==> src/rtl/conv_pe_array_seq_if.sv <==
// Handshake/bus bundle for conv_pe_array_seq.
//   start/busy/done          : run control
//   w_valid/w_ready/w_data   : weight beats, one DATA_W weight per PE
//   x_valid/x_ready/x_data   : broadcast activation beats
//   ofm_wr/ofm_addr/ofm_data : OFM write port, one DATA_W result per PE
// master = activation/weight source side, slave = the PE array.
interface conv_pe_array_seq_if #(
  parameter int unsigned N_PE   = 4,
  parameter int unsigned DATA_W = 8,
  parameter int unsigned ADDR_W = 8
);
  logic                     start;
  logic                     busy;
  logic                     done;
  logic                     w_valid;
  logic                     w_ready;
  logic [N_PE*DATA_W-1:0]   w_data;
  logic                     x_valid;
  logic                     x_ready;
  logic [DATA_W-1:0]        x_data;
  logic                     ofm_wr;
  logic [ADDR_W-1:0]        ofm_addr;
  logic [N_PE*DATA_W-1:0]   ofm_data;

  modport master (
    output start, w_valid, w_data, x_valid, x_data,
    input  busy, done, w_ready, x_ready, ofm_wr, ofm_addr, ofm_data
  );

  modport slave (
    input  start, w_valid, w_data, x_valid, x_data,
    output busy, done, w_ready, x_ready, ofm_wr, ofm_addr, ofm_data
  );
endinterface

==> src/rtl/conv_pe_array_seq.sv <==
// Parametrised layer-2 convolution PE array with internal sequencer.
// N_PE PEs share one broadcast activation stream; each holds a TAPS-deep
// filter and one accumulator. A run loads the filters, then for each of
// N_PIX pixels accumulates TAPS activations and writes all N_PE requantised
// results to the OFM in one write.
// Ports:
//   clk  : clock, rising edge
//   rst  : asynchronous active-low reset
//   bus  : conv_pe_array_seq_if.slave (run control, weight/activation
//          ready/valid streams, OFM write port); all outputs registered
// Optional feature: define CONV_PE_RELU_EN to clamp negative results to 0
// before saturation.
module conv_pe_array_seq #(
  parameter int unsigned N_PE   = 4,
  parameter int unsigned DATA_W = 8,
  parameter int unsigned ACC_W  = 24,
  parameter int unsigned TAPS   = 9,
  parameter int unsigned N_PIX  = 64,
  parameter int unsigned ADDR_W = 8,
  parameter int unsigned SHIFT  = 4
) (
  input  logic                clk,
  input  logic                rst,
  conv_pe_array_seq_if.slave  bus
);

  localparam int unsigned TAP_W  = (TAPS > 1) ? $clog2(TAPS) : 1;
  localparam int unsigned PROD_W = 2 * DATA_W;
  localparam logic [TAP_W-1:0]  TAP_LAST = TAP_W'(TAPS - 1);
  localparam logic [ADDR_W-1:0] PIX_LAST = ADDR_W'(N_PIX - 1);
  localparam logic signed [ACC_W-1:0] Q_MAX = ACC_W'((1 << (DATA_W - 1)) - 1);
  // Bitwise complement of 2^(k)-1 is -2^k in two's complement.
  localparam logic signed [ACC_W-1:0] Q_MIN = ~Q_MAX;

  typedef enum logic [2:0] {IDLE, LOAD_W, MAC, WRITE, FIN} state_t;

  state_t state_q, state_d;

  logic busy_q, busy_d;
  logic done_q, done_d;
  logic w_ready_q, w_ready_d;
  logic x_ready_q, x_ready_d;
  logic ofm_wr_q, ofm_wr_d;

  logic [TAP_W-1:0]         tap_q;
  logic [ADDR_W-1:0]        pix_q;
  logic [ADDR_W-1:0]        ofm_addr_q;
  logic [N_PE*DATA_W-1:0]   ofm_data_q, ofm_data_d;

  logic signed [DATA_W-1:0] wgt_q [N_PE][TAPS];
  logic signed [ACC_W-1:0]  acc_q [N_PE];
  logic signed [ACC_W-1:0]  acc_d [N_PE];
  logic signed [PROD_W-1:0] mul   [N_PE];
  logic signed [ACC_W-1:0]  prod  [N_PE];
  logic signed [DATA_W-1:0] x_s;

  logic w_fire, x_fire, tap_last;

  assign x_s      = bus.x_data;
  assign w_fire   = bus.w_valid && w_ready_q;
  assign x_fire   = bus.x_valid && x_ready_q;
  assign tap_last = (tap_q == TAP_LAST);

  // Shift (floor), optional ReLU, then saturate to DATA_W.
  function automatic logic [DATA_W-1:0] requant(input logic signed [ACC_W-1:0] a);
    logic signed [ACC_W-1:0] sh;
    sh = a >>> SHIFT;
`ifdef CONV_PE_RELU_EN
    if (sh[ACC_W-1]) sh = '0;
`endif
    if (sh > Q_MAX)      sh = Q_MAX;
    else if (sh < Q_MIN) sh = Q_MIN;
    return sh[DATA_W-1:0];
  endfunction

  // State register plus registered outputs.
  always_ff @(posedge clk or negedge rst) begin
    if (!rst) begin
      state_q   <= IDLE;
      busy_q    <= 1'b0;
      done_q    <= 1'b0;
      w_ready_q <= 1'b0;
      x_ready_q <= 1'b0;
      ofm_wr_q  <= 1'b0;
    end else begin
      state_q   <= state_d;
      busy_q    <= busy_d;
      done_q    <= done_d;
      w_ready_q <= w_ready_d;
      x_ready_q <= x_ready_d;
      ofm_wr_q  <= ofm_wr_d;
    end
  end

  // Next state; outputs are decoded from the next state so they line up
  // with the state they belong to once registered.
  always_comb begin
    state_d   = state_q;
    busy_d    = 1'b0;
    done_d    = 1'b0;
    w_ready_d = 1'b0;
    x_ready_d = 1'b0;
    ofm_wr_d  = 1'b0;
    unique case (state_q)
      IDLE:    if (bus.start) state_d = LOAD_W;
      LOAD_W:  if (w_fire && tap_last) state_d = MAC;
      MAC:     if (x_fire && tap_last) state_d = WRITE;
      WRITE:   state_d = (pix_q == PIX_LAST) ? FIN : MAC;
      FIN:     state_d = IDLE;
      default: state_d = IDLE;
    endcase
    busy_d    = (state_d == LOAD_W) || (state_d == MAC) || (state_d == WRITE);
    done_d    = (state_d == FIN);
    w_ready_d = (state_d == LOAD_W);
    x_ready_d = (state_d == MAC);
    ofm_wr_d  = (state_d == WRITE);
  end

  // Per-PE MAC and requantisation of the post-beat accumulator value.
  always_comb begin
    ofm_data_d = '0;
    for (int i = 0; i < N_PE; i++) begin
      mul[i]   = PROD_W'(x_s) * PROD_W'(wgt_q[i][tap_q]);
      prod[i]  = ACC_W'(mul[i]);
      acc_d[i] = (tap_q == '0) ? prod[i] : acc_q[i] + prod[i];
      ofm_data_d[i*DATA_W +: DATA_W] = requant(acc_d[i]);
    end
  end

  // Filters, accumulators, counters and OFM output registers.
  always_ff @(posedge clk or negedge rst) begin
    if (!rst) begin
      tap_q      <= '0;
      pix_q      <= '0;
      ofm_addr_q <= '0;
      ofm_data_q <= '0;
      for (int i = 0; i < N_PE; i++) begin
        acc_q[i] <= '0;
        for (int t = 0; t < TAPS; t++) wgt_q[i][t] <= '0;
      end
    end else begin
      if ((state_q == IDLE) && bus.start) begin
        tap_q      <= '0;
        pix_q      <= '0;
        ofm_addr_q <= '0;
      end
      if (w_fire) begin
        for (int i = 0; i < N_PE; i++) wgt_q[i][tap_q] <= bus.w_data[i*DATA_W +: DATA_W];
        tap_q <= tap_last ? '0 : tap_q + 1'b1;
      end
      if (x_fire) begin
        for (int i = 0; i < N_PE; i++) acc_q[i] <= acc_d[i];
        tap_q <= tap_last ? '0 : tap_q + 1'b1;
        // Capture results on the last beat so they are valid during WRITE.
        if (tap_last) begin
          ofm_data_q <= ofm_data_d;
          ofm_addr_q <= pix_q;
        end
      end
      if (state_q == WRITE) pix_q <= pix_q + 1'b1;
    end
  end

  assign bus.busy     = busy_q;
  assign bus.done     = done_q;
  assign bus.w_ready  = w_ready_q;
  assign bus.x_ready  = x_ready_q;
  assign bus.ofm_wr   = ofm_wr_q;
  assign bus.ofm_addr = ofm_addr_q;
  assign bus.ofm_data = ofm_data_q;

endmodule

==> src/flat_wrapper.sv <==
// flat-port wrapper written by rule: the top's interface ports become plain ports
module conv_pe_array_seq_flat 
#(
  parameter int unsigned N_PE   = 4,
  parameter int unsigned DATA_W = 8,
  parameter int unsigned ACC_W  = 24,
  parameter int unsigned TAPS   = 9,
  parameter int unsigned N_PIX  = 64,
  parameter int unsigned ADDR_W = 8,
  parameter int unsigned SHIFT  = 4
)
  (clk, rst, bus_start, bus_w_valid, bus_w_data, bus_x_valid, bus_x_data, bus_busy, bus_done, bus_w_ready, bus_x_ready, bus_ofm_wr, bus_ofm_addr, bus_ofm_data);
  conv_pe_array_seq_if #(.N_PE(N_PE), .DATA_W(DATA_W), .ADDR_W(ADDR_W)) bus_i ();
  input  logic clk;
  input  logic rst;
  input wire logic [$bits(bus_i.start)-1:0] bus_start;
  input wire logic [$bits(bus_i.w_valid)-1:0] bus_w_valid;
  input wire logic [$bits(bus_i.w_data)-1:0] bus_w_data;
  input wire logic [$bits(bus_i.x_valid)-1:0] bus_x_valid;
  input wire logic [$bits(bus_i.x_data)-1:0] bus_x_data;
  output wire logic [$bits(bus_i.busy)-1:0] bus_busy;
  output wire logic [$bits(bus_i.done)-1:0] bus_done;
  output wire logic [$bits(bus_i.w_ready)-1:0] bus_w_ready;
  output wire logic [$bits(bus_i.x_ready)-1:0] bus_x_ready;
  output wire logic [$bits(bus_i.ofm_wr)-1:0] bus_ofm_wr;
  output wire logic [$bits(bus_i.ofm_addr)-1:0] bus_ofm_addr;
  output wire logic [$bits(bus_i.ofm_data)-1:0] bus_ofm_data;
  assign bus_i.start = bus_start;
  assign bus_i.w_valid = bus_w_valid;
  assign bus_i.w_data = bus_w_data;
  assign bus_i.x_valid = bus_x_valid;
  assign bus_i.x_data = bus_x_data;
  assign bus_busy = bus_i.busy;
  assign bus_done = bus_i.done;
  assign bus_w_ready = bus_i.w_ready;
  assign bus_x_ready = bus_i.x_ready;
  assign bus_ofm_wr = bus_i.ofm_wr;
  assign bus_ofm_addr = bus_i.ofm_addr;
  assign bus_ofm_data = bus_i.ofm_data;
  conv_pe_array_seq #(.N_PE(N_PE), .DATA_W(DATA_W), .ACC_W(ACC_W), .TAPS(TAPS), .N_PIX(N_PIX), .ADDR_W(ADDR_W), .SHIFT(SHIFT)) u_core (.clk(clk), .rst(rst), .bus(bus_i));
endmodule
==> config.mk <==
export PLATFORM = sky130hd
export DESIGN_NAME = conv_pe_array_seq_flat
export DESIGN_NICKNAME = d
export VERILOG_FILES = /design/src/rtl/conv_pe_array_seq_if.sv /design/src/rtl/conv_pe_array_seq.sv /design/src/flat_wrapper.sv
export SDC_FILE = /design/constraint.sdc
export NUM_CORES = 2
export LEC_CHECK = 0
export ABC_AREA = 1
export CORE_MARGIN = 8
export CORE_UTILIZATION = 60
export CTS_CLUSTER_DIAMETER = 50
export DETAILED_ROUTE_END_ITERATION = 8
export PLACE_DENSITY = 0.83
export SLEW_MARGIN = 20
export SYNTH_ARGS = -nofsm -noshare
export SYNTH_HDL_FRONTEND = slang
export SYNTH_SLANG_ARGS = --single-unit
==> constraint.sdc <==
create_clock -name clk -period 13.54 [get_ports clk]
set_input_delay 2.031 -clock clk [delete_from_list [all_inputs] [get_ports clk]]
set_output_delay 2.031 -clock clk [all_outputs]
set_load 0.02 [all_outputs]
==> results.json <==
{
  "outcome": "completed",
  "fin_crit_ns": 9.45,
  "synth_top_area_share_pct": 30.1,
  "fmax_mhz": 106,
  "cts_buffer_depth": 3,
  "grt_pass1_wl_microns": 171000,
  "cts_buffers": 59,
  "required_ns": 14.06,
  "worstSetupStartpointType": "flop",
  "synth_cells": 5177,
  "synth.yosys.seq_area_share_pct": 30.1,
  "die_w_microns": 264,
  "avgSynthCellArea_sq_um": 7.13,
  "hold_viol": 0,
  "htreeDepth": 2,
  "synthesis.area_sq_um": 36900,
  "crit_path_top_delay_cell": "a21oi_1",
  "core_sq_um": 61300,
  "worstSetupEndpointType": "flop",
  "min-delay-path-class": "reg2reg",
  "die_h_microns": 264,
  "ctsResizeCount": 0,
  "slew_violations": 0,
  "io_pins": 90,
  "synth_edf_count": 0,
  "rows": 91,
  "path_class": "reg2reg",
  "worst_pin_slew_ns": 1.14,
  "path_clk_slew_ns": 0.06,
  "yosys_register_bits": 444,
  "final_cell_mix": "1435 x nand2_1, 813 x inv_1, 577 x nor2_1",
  "rsz0062_at_grt": "false",
  "worstPathMaxFanout": 68,
  "avgViaCountPerCell": 5.67,
  "grt_start_max_net_pins": 192,
  "grt_pass1_vias": 34100,
  "wl_microns": 103000,
  "multi_input_area_sq_um": 22000,
  "fin_skew_ns": 0.0728,
  "vias": 34200,
  "seq_area_sq_um": 11100,
  "cp.arrival_ns": 9.96,
  "portBuffers": 89,
  "clock-root-buffer": "clkbuf_16",
  "cts_hold_buf": 0,
  "yosysUniqueCellTypes": 44,
  "grt-ovfl-total": 0,
  "final_common_cell": "nand2_1",
  "postLayoutCoreUtil_pct": 66.2,
  "ant_nets": 0,
  "drv_cap": 0,
  "r2r_start": "u_core.tap_q[0]$_DFFE_PN0P_",
  "worstSkewPairLatency_ns": 0.68,
  "min_from": "u_core.wgt_q[199]$_DFFE_PN0P_",
  "critical_path.endpoint": "u_core.bus.ofm_data[19]$_DFFE_PN0P_",
  "drt_iter0_drc": 3144,
  "area_delta_synth_final_pct": 9.90,
  "finalSetupViolations": 0,
  "drc": 0,
  "r2r_end": "u_core.bus.ofm_data[19]$_DFFE_PN0P_",
  "die_area_sq_um": 69700,
  "fillers": 5189,
  "cts_sinks": 444,
  "rr_worst_depth": 42,
  "timing.slew.headroom_pct": 23.7,
  "timing.hold.ws_ns": 0.478,
  "tns_ns": 0,
  "cts_tree": "done",
  "yosysWarningCount": 0,
  "yosys-top-cells-area": "dfrtp_1 30%, nand2_1 15%, fa_1 12%, inv_1 8.3%, ha_1 7.5%",
  "post-cts-setup-buffers": 0,
  "cp_slowest_stage_delay_ns": 0.75,
  "drive_gt1_share_pct": 3.80,
  "grt.total_usage_pct": 29.5,
  "place.gp.congestion": 0.969,
  "yosysTopAreaCell": "dfrtp_1",
  "fin_crit_sh_pct": 69.8,
  "synthArstFlopShare_pct": 100,
  "first_pass_iters": 6,
  "routedWlPerCell_microns": 17.0,
  "ys.flop_type": "dfrtp_1",
  "cpMostUsedCell": "nand2_1",
  "hpwl_microns": 72000,
  "nNetsFinal": 5672,
  "setup.worst_path.start": "u_core.tap_q[0]$_DFFE_PN0P_",
  "antenna_found_initial": 4,
  "synth_nets": 5667,
  "rrSetupSlack_ns": 4.09,
  "initial_core_util_pct": 60.3
}
[per-stage QoR]
stage	std cells	worst slack [ns]	instance area [sq um]
3_3_place_gp	5910	3.74	38400
6_report	6024	4.09	40600
5_1_grt	6023	3.30	40600
3_5_place_dp	5910	3.59	38400
4_1_cts	6021	4.18	40500
2_1_floorplan	5177	5.39	36900
[how the worst min path moves through the flow]
stage	endpoint	slack, ns	cells past startpoint
floorplan	u_core.wgt_q[101]$_DFFE_PN0P_	0.45	2
global placement	u_core.wgt_q[232]$_DFFE_PN0P_	0.46	2
detailed placement	u_core.wgt_q[126]$_DFFE_PN0P_	0.47	2
CTS	u_core.wgt_q[204]$_DFFE_PN0P_	0.48	2
global route	u_core.wgt_q[204]$_DFFE_PN0P_	0.50	2
finish	u_core.wgt_q[199]$_DFFE_PN0P_	0.48	2
[Yosys cell counts (22+ instances only)]
master and n:
nand2_1 1444, inv_1 816, nor2_1 579, o21ai_0 541
dfrtp_1 444, nand3_1 247, fa_1 224, ha_1 221
a21oi_1 138, clkbuf_1 133, nand4_1 56, a31oi_1 34
buf_2 34, o21a_1 26, o2111ai_1 22, o221ai_1 22
xor2_1 22
[metal layers]
layer,part of all wire (%),wire [microns],track usage (%)
met4,4.4,4550,13.0
met2,46,47100,48.4
met3,7.7,7920,4.81
met5,0.026,27,0
met1,42,43000,38.6
[flip-flops by register name (all words and copies together) (netlist names)]
| signal | count |
|---|---|
| u_core.bus.x_ready | 1 |
| u_core.bus.w_ready | 1 |
| u_core.bus.ofm_wr | 1 |
| u_core.bus.busy | 1 |
| u_core.bus.done | 1 |
| u_core.bus.ofm_addr | 8 |
| u_core.bus.ofm_data | 32 |
| u_core.acc_q | 96 |
| u_core.pix_q | 8 |
| u_core.state_q | 3 |
| u_core.wgt_q | 288 |
| u_core.tap_q | 4 |
[critical path: cells and delay by family, from the launching register on]
| kind | cells | cell delay [ns] |
|---|---|---|
| flops | 1 | 0.72 |
| simple gates | 22 | 2.28 |
| fa+ha+maj | 6 | 2.79 |
| compound gates | 4 | 1.43 |
| buf+inv | 10 | 2.02 |
[cell type report]
| cell class | count | share of cell area, % |
|---|---|---|
| antenna | 2 | 0.0123 |
| timing repair buffer | 119 | 2.84 |
| tap | 790 | 2.44 |
| clock inverter | 35 | 1.23 |
| clock buffer | 76 | 4.12 |
| multi-input combinational | 3729 | 54.3 |
| sequential | 444 | 27.4 |
| inverter | 829 | 7.69 |
[cell families after synthesis]
family | share of synthesized area [%]
buffers and inverters | 10.4
AOI/OAI and AO/OA | 12.7
and+or+nand+nor | 26.0
xor gates and xnor gates | 1.11
DFF | 30.1
adders and majority gates | 19.6
Power is left out: the tool's default activity adds up to more than one toggle a clock period on the data nets, which glitch-free logic cannot reach.
